==> src/rtl/fmap_loader_pkg.sv <==
// Shared feature-map geometry for the loader and the pooling stages that consume its frames.
package fmap_loader_pkg;

    localparam int DEF_PIX_W = 8;
    localparam int DEF_DIM   = 8;
    localparam int FRAME_PIX = DEF_DIM * DEF_DIM;

    function automatic int idx_width(input int n);
        return (n > 1) ? $clog2(n) : 1;
    endfunction

    localparam int IDX_W = idx_width(FRAME_PIX);

endpackage

==> src/rtl/fmap_loader_bank.sv <==
// One frame bank: DEPTH x PIX_W registers, single write port, whole bank visible as a flat vector.
module fmap_bank #(
    parameter int PIX_W = 8,
    parameter int DEPTH = 64,
    parameter int IDX_W = 6
) (
    input  logic                   clk,
    input  logic                   rst,
    input  logic                   i_we,
    input  logic [IDX_W-1:0]       i_idx,
    input  logic [PIX_W-1:0]       i_data,
    output logic [DEPTH*PIX_W-1:0] o_flat
);

    logic [PIX_W-1:0] r_mem [DEPTH];

    always_ff @(posedge clk or posedge rst) begin
        if (rst) begin
            for (int i = 0; i < DEPTH; i++) r_mem[i] <= '0;
        end else if (i_we) begin
            r_mem[i_idx] <= i_data;
        end
    end

    for (genvar g = 0; g < DEPTH; g++) begin : g_flat
        assign o_flat[g*PIX_W +: PIX_W] = r_mem[g];
    end

endmodule

==> src/rtl/fmap_loader.sv <==
// Ping-pong frame loader: collects a row-major pixel stream into two banks and presents
// completed frames in order to the pooling stage, with framing-error detection on pix_last.
module fmap_loader
    import fmap_loader_pkg::*;
#(
    parameter int PIX_W = DEF_PIX_W,
    parameter int DIM   = DEF_DIM
) (
    input  logic                     clk,
    input  logic                     rst,
    input  logic                     pix_valid,
    output logic                     pix_ready,
    input  logic [PIX_W-1:0]         pix_data,
    input  logic                     pix_last,
    output logic [DIM*DIM*PIX_W-1:0] feature_map,
    output logic                     frame_valid,
    input  logic                     frame_ack,
    output logic                     frame_err,
    output logic [7:0]               frame_cnt
);

    localparam int NPIX = DIM * DIM;
    localparam int IW   = idx_width(NPIX);
    localparam logic [IW-1:0] LAST_IDX = IW'(NPIX - 1);

    logic [IW-1:0]         r_pix_cnt;
    logic                  r_wr_sel;
    logic                  r_rd_sel;
    logic [1:0]            r_full;
    logic [7:0]            r_frame_cnt;
    logic                  r_frame_err;

    logic                  w_accept;
    logic                  w_final;
    logic                  w_early;
    logic                  w_missing;
    logic                  w_ack;
    logic [1:0]            w_full_nxt;
    logic [NPIX*PIX_W-1:0] w_bank0;
    logic [NPIX*PIX_W-1:0] w_bank1;

    // Handshake: a pixel transfers on a rising edge where pix_valid && pix_ready;
    // a frame is released on a rising edge where frame_ack && frame_valid.
    assign pix_ready   = !r_full[r_wr_sel];
    assign w_accept    = pix_valid && pix_ready;
    assign w_final     = w_accept && (r_pix_cnt == LAST_IDX);
    assign w_early     = w_accept && pix_last && (r_pix_cnt != LAST_IDX);
    assign w_missing   = w_final && !pix_last;
    assign w_ack       = frame_ack && r_full[r_rd_sel];

    // Completion and release never target the same bank: completing needs the write bank
    // free, and when wr_sel == rd_sel that same bank is the one an ack would release.
    always_comb begin
        w_full_nxt = r_full;
        if (w_final) w_full_nxt[r_wr_sel] = 1'b1;
        if (w_ack)   w_full_nxt[r_rd_sel] = 1'b0;
    end

    always_ff @(posedge clk or posedge rst) begin
        if (rst) begin
            r_pix_cnt   <= '0;
            r_wr_sel    <= 1'b0;
            r_rd_sel    <= 1'b0;
            r_full      <= 2'b00;
            r_frame_cnt <= 8'd0;
            r_frame_err <= 1'b0;
        end else begin
            r_full      <= w_full_nxt;
            r_frame_err <= w_early || w_missing;
            if (w_ack) r_rd_sel <= !r_rd_sel;
            if (w_final) begin
                r_pix_cnt   <= '0;
                r_wr_sel    <= !r_wr_sel;
                r_frame_cnt <= r_frame_cnt + 8'd1;
            end else if (w_early) begin
                r_pix_cnt   <= '0;
            end else if (w_accept) begin
                r_pix_cnt   <= r_pix_cnt + 1'b1;
            end
        end
    end

    fmap_bank #(.PIX_W(PIX_W), .DEPTH(NPIX), .IDX_W(IW)) u_bank0 (
        .clk    (clk),
        .rst    (rst),
        .i_we   (w_accept && !r_wr_sel),
        .i_idx  (r_pix_cnt),
        .i_data (pix_data),
        .o_flat (w_bank0)
    );

    fmap_bank #(.PIX_W(PIX_W), .DEPTH(NPIX), .IDX_W(IW)) u_bank1 (
        .clk    (clk),
        .rst    (rst),
        .i_we   (w_accept && r_wr_sel),
        .i_idx  (r_pix_cnt),
        .i_data (pix_data),
        .o_flat (w_bank1)
    );

    assign feature_map = r_rd_sel ? w_bank1 : w_bank0;
    assign frame_valid = r_full[r_rd_sel];
    assign frame_err   = r_frame_err;
    assign frame_cnt   = r_frame_cnt;

endmodule

==> config.mk <==
export PLATFORM = sky130hd
export DESIGN_NAME = fmap_loader
export DESIGN_NICKNAME = d
export VERILOG_FILES = /design/src/rtl/fmap_loader_pkg.sv /design/src/rtl/fmap_loader_bank.sv /design/src/rtl/fmap_loader.sv
export SDC_FILE = /design/constraint.sdc
export NUM_CORES = 2
export LEC_CHECK = 0
export ABC_AREA = 1
export BUFFER_PORTS_ARGS = -buffer_cell sky130_fd_sc_hd__buf_4
export CORE_MARGIN = 4
export CORE_UTILIZATION = 35
export DETAILED_ROUTE_END_ITERATION = 16
export PLACE_DENSITY_LB_ADDON = 0.08
export SYNTH_ARGS = -nofsm -noshare
export SYNTH_HDL_FRONTEND = slang
export SYNTH_SLANG_ARGS = --single-unit
==> constraint.sdc <==
create_clock -name clk -period 32 [get_ports clk]
set_input_delay 3.2 -clock clk [delete_from_list [all_inputs] [get_ports clk]]
set_output_delay 3.2 -clock clk [all_outputs]
set_load 0.05 [all_outputs]
==> impl_results.md <==
- RD Place Congestion: 0.788
- Setup_tns: 0 ps
- Worst hold endpoint: u_bank0.o_flat[187]$_DFFE_PP0P_
- Io pins: 536
- Status: finished with violations
- Clock H-tree levels: 3
- Total Routing Usage GR: 22.8%
- Vias in the first global route: 35.2k
- Area grow syn2layout: 20.6%
- Yosys reg bits: roughly 1.0k
- CORE AREA: 0.124 mm²
- Tmin final: approximately 7800 ps
- Slew Limit Fails: 52
- Worst Path Buf+Inv: 4
- Fill cells: 12.6k
- EDFF count, synth: 0
- Rows: ~130
- Met2 WL: 70.3 mm
- Via count: 36.4k
- Critical-path top delay cell: buf_4
- Clk Latency, worst-skew pair: 690 ps
- RR Startpoint: r_pix_cnt[3]$_DFFE_PP0P_
- Hold Startpoint: u_bank0.o_flat[187]$_DFFE_PP0P_
- Initial DRC Count: between 3k and 4k
- Reg area: 0.0261 mm²
- Initial antenna violation count: 3
- # port buffers: 535
- Postcts setup bufs: 0
- Final Core Density: 42.5%
- Yosys top cell by area: dfrtp_1
- Yosys warnings: 0
- Top-area cell type share of the netlist area: 59.8%
- Layout cells sized above 1: 13.6%
- Top cells by count, synth: nand2_1 (2734), dfrtp_1 (1043), o21ai_0 (1033)
- Cell with the most instances after synthesis: nand2_1
- Area contributors post-synth: dfrtp_1 (60%), nand2_1 (24%), o21ai_0 (12%)
- Fmax: between 0.1 and 0.15 GHz
- Worst Setup End Kind: primary output
- Leak pwr: between 20 and 30 nW
- Design area: around 0.053 mm²
- Routed length per instance: 20.4 µm
- Synthesized net count: roughly 5.3k
- Mean Syn Cell Area: between 8 and 9 µm²
- First-pass GRT wire length: around 230 mm
- Slew @ Worst Pin: about 1500 ps
- CTS tree: done
- Power Total: roughly 0.0035 W
- Period utilization: 24.4%
- Clock transition at path regs: about 60 ps
- Netlist cell types: 21
- Reg2reg setup slack: 29270 ps
- Nets@finish: 5677
- Worst VDD drop: about 0.067 mV
- RR Endpoint: frame_cnt[2]$_DFFE_PP0N_
- Ys async rst share: 100%
- Worst rel slew slack: -2.23%
- Critical path class: flop to primary output
- CP startpoint: r_rd_sel$_DFFE_PP0N_
- Antenna Nets Post-Route: 0
- Fin. Hold Viols: 0
- Critical path, cell by cell: inv_8, buf_12, buf_4, nand2_1, nand2_1, buf_4
- Sequential share of the synthesized area: about three fifths
- Crit path max-delay family: buffers and inverters
- Max_cap viols: 0
- Residual DRC: 0
- CP Max Fanout: 217
- Post-CTS Resized: 0
- Top FF cell, synth: dfrtp_1
- Worst r2r path cells: 7
- Post-Syn Instances: 5331
- RSZ-0062 raised after global routing: false
- Finish-stage setup viols: 0
- DP HPWL: 91.3 mm
- Vias/cell: 4.93
- Cts bufs inserted: 117
- CTS sink cnt: 1043
- Initial core utilization: around a third
- Metal-1 WL: 69.5 mm
- Clock tree buffer depth: 3
- PwrDens: 65.8 mW/mm²
- DIE WIDTH: 361 µm
- Die Ht: 361 µm
- # hold bufs at CTS: 0
- Cell area after synthesis: 0.0436 mm²
- Top layer in use: met5
- Required time of the critical path: 28800 ps
- Multi-input combinational cell area: 0.0160 mm²
- Critical Path Max Stage Delay: between 800 and 900 ps
- Post-Place Cell Area: 0.0487 mm²
- Drt total wl: 151 mm
- Hold/Removal Path Class: flop to flop
- Gr ovfl total: 0
- Full die area: 0.130 mm²
- Clock skew: about 23 ps
- Root buffer cell: clkbuf_16
- Failing checks: slew limit
- Pin count of the biggest net entering global routing: 218
- Hold Path Stages: 2
- TritonRoute pass-1 iters: 5
- WP data arrival: 4620 ps
- Metal3 WL: 7.14 mm
- Critical path launch point type: flop
-- sequential cells by signal, indices dropped and copies added, names as in the netlist --
name,flops
r_full,2
r_rd_sel,1
u_bank1.o_flat,512
frame_cnt,8
r_wr_sel,1
r_pix_cnt,6
frame_err,1
u_bank0.o_flat,512
-- per-layer routing --
metal	up-vias	GRT usage [%]
met5	-	0
met4	2	6.37
met3	204	3.23
met2	929	36.7
met1	17710	32.2
li1	17543	-
-- kinds of logic after synthesis --
group	count (synthesis)	synth area share [%]
adder cells (fa/ha/maj)	2	0.0574
XOR/XNOR	4	0.0803
AND/OR/NAND/NOR	2840	24.6
AO/OA/AOI/OAI	1039	11.9
flip-flops	1043	59.8
buffers and inverters	403	3.52
-- how the worst max path moves through the flow --
stage                                            endpoint  slack [ps]  depth (start not counted)
after global routing                      feature_map[84]       24030                          6
after global placement    u_bank1.o_flat[193]$_DFFE_PP0P_       23840                          8
after floorplan                  frame_cnt[0]$_DFFE_PP0N_       14420                          1
after CTS                                 feature_map[51]       24200                          6
final                                     feature_map[72]       24180                          6
after detailed placement  u_bank0.o_flat[193]$_DFFE_PP0P_       23900                          8
-- tightest hold or removal path, stage by stage, from the launching register on --
cell     delay (ps)
dfrtp_1         340
nand2_1          50
o21ai_0          60
-- final cells by class --
class | instances | share of cell area [%]
Antenna cell | 1 | 0.00476
Clock buffer | 178 | 6.83
Clock inverter | 27 | 0.592
Inverter | 33 | 0.295
Multi-Input combinational cell | 3885 | 30.4
Sequential cell | 1043 | 49.6
Tap cell | 1637 | 3.89
Timing Repair Buffer | 582 | 8.35
-- layout by cell type (no fill, tap or decap), drive strengths merged --
cell type,synthesis,routed
a21oi,3,3
inv,33,33
xor2,3,3
clkinvlp,0,1
bufinv,0,6
o21ai,1034,1034
nand3b,2,2
diode,0,1
buf,27,582
clkinv,0,20
nor3,1,1
xnor2,1,1
ha,2,2
nor2,79,79
nand4,4,4
dfrtp,1043,1043
o22ai,2,2
nand3,20,20
nand2,2734,2734
clkbuf,343,178
-- where the power goes --
group          total [W]  leakage, nW  internal [W]  switching, W
clock            0.00136         1.94      0.000814      0.000551
sequential       0.00143         14.5       0.00138     0.0000579
combinational   0.000663         10.2      0.000120      0.000543
total            0.00346         26.6       0.00231       0.00115
-- stage by stage --
step	std cells	setup WS, ps	hold WS (ps)
CTS	7385	24200	487
finish	7386	24180	482
global route	7385	24030	499
detailed placement	7180	23900	473
floorplan	5331	14420	453
global placement	7180	23840	465
No activity file was read; power rests on OpenSTA's default activity.
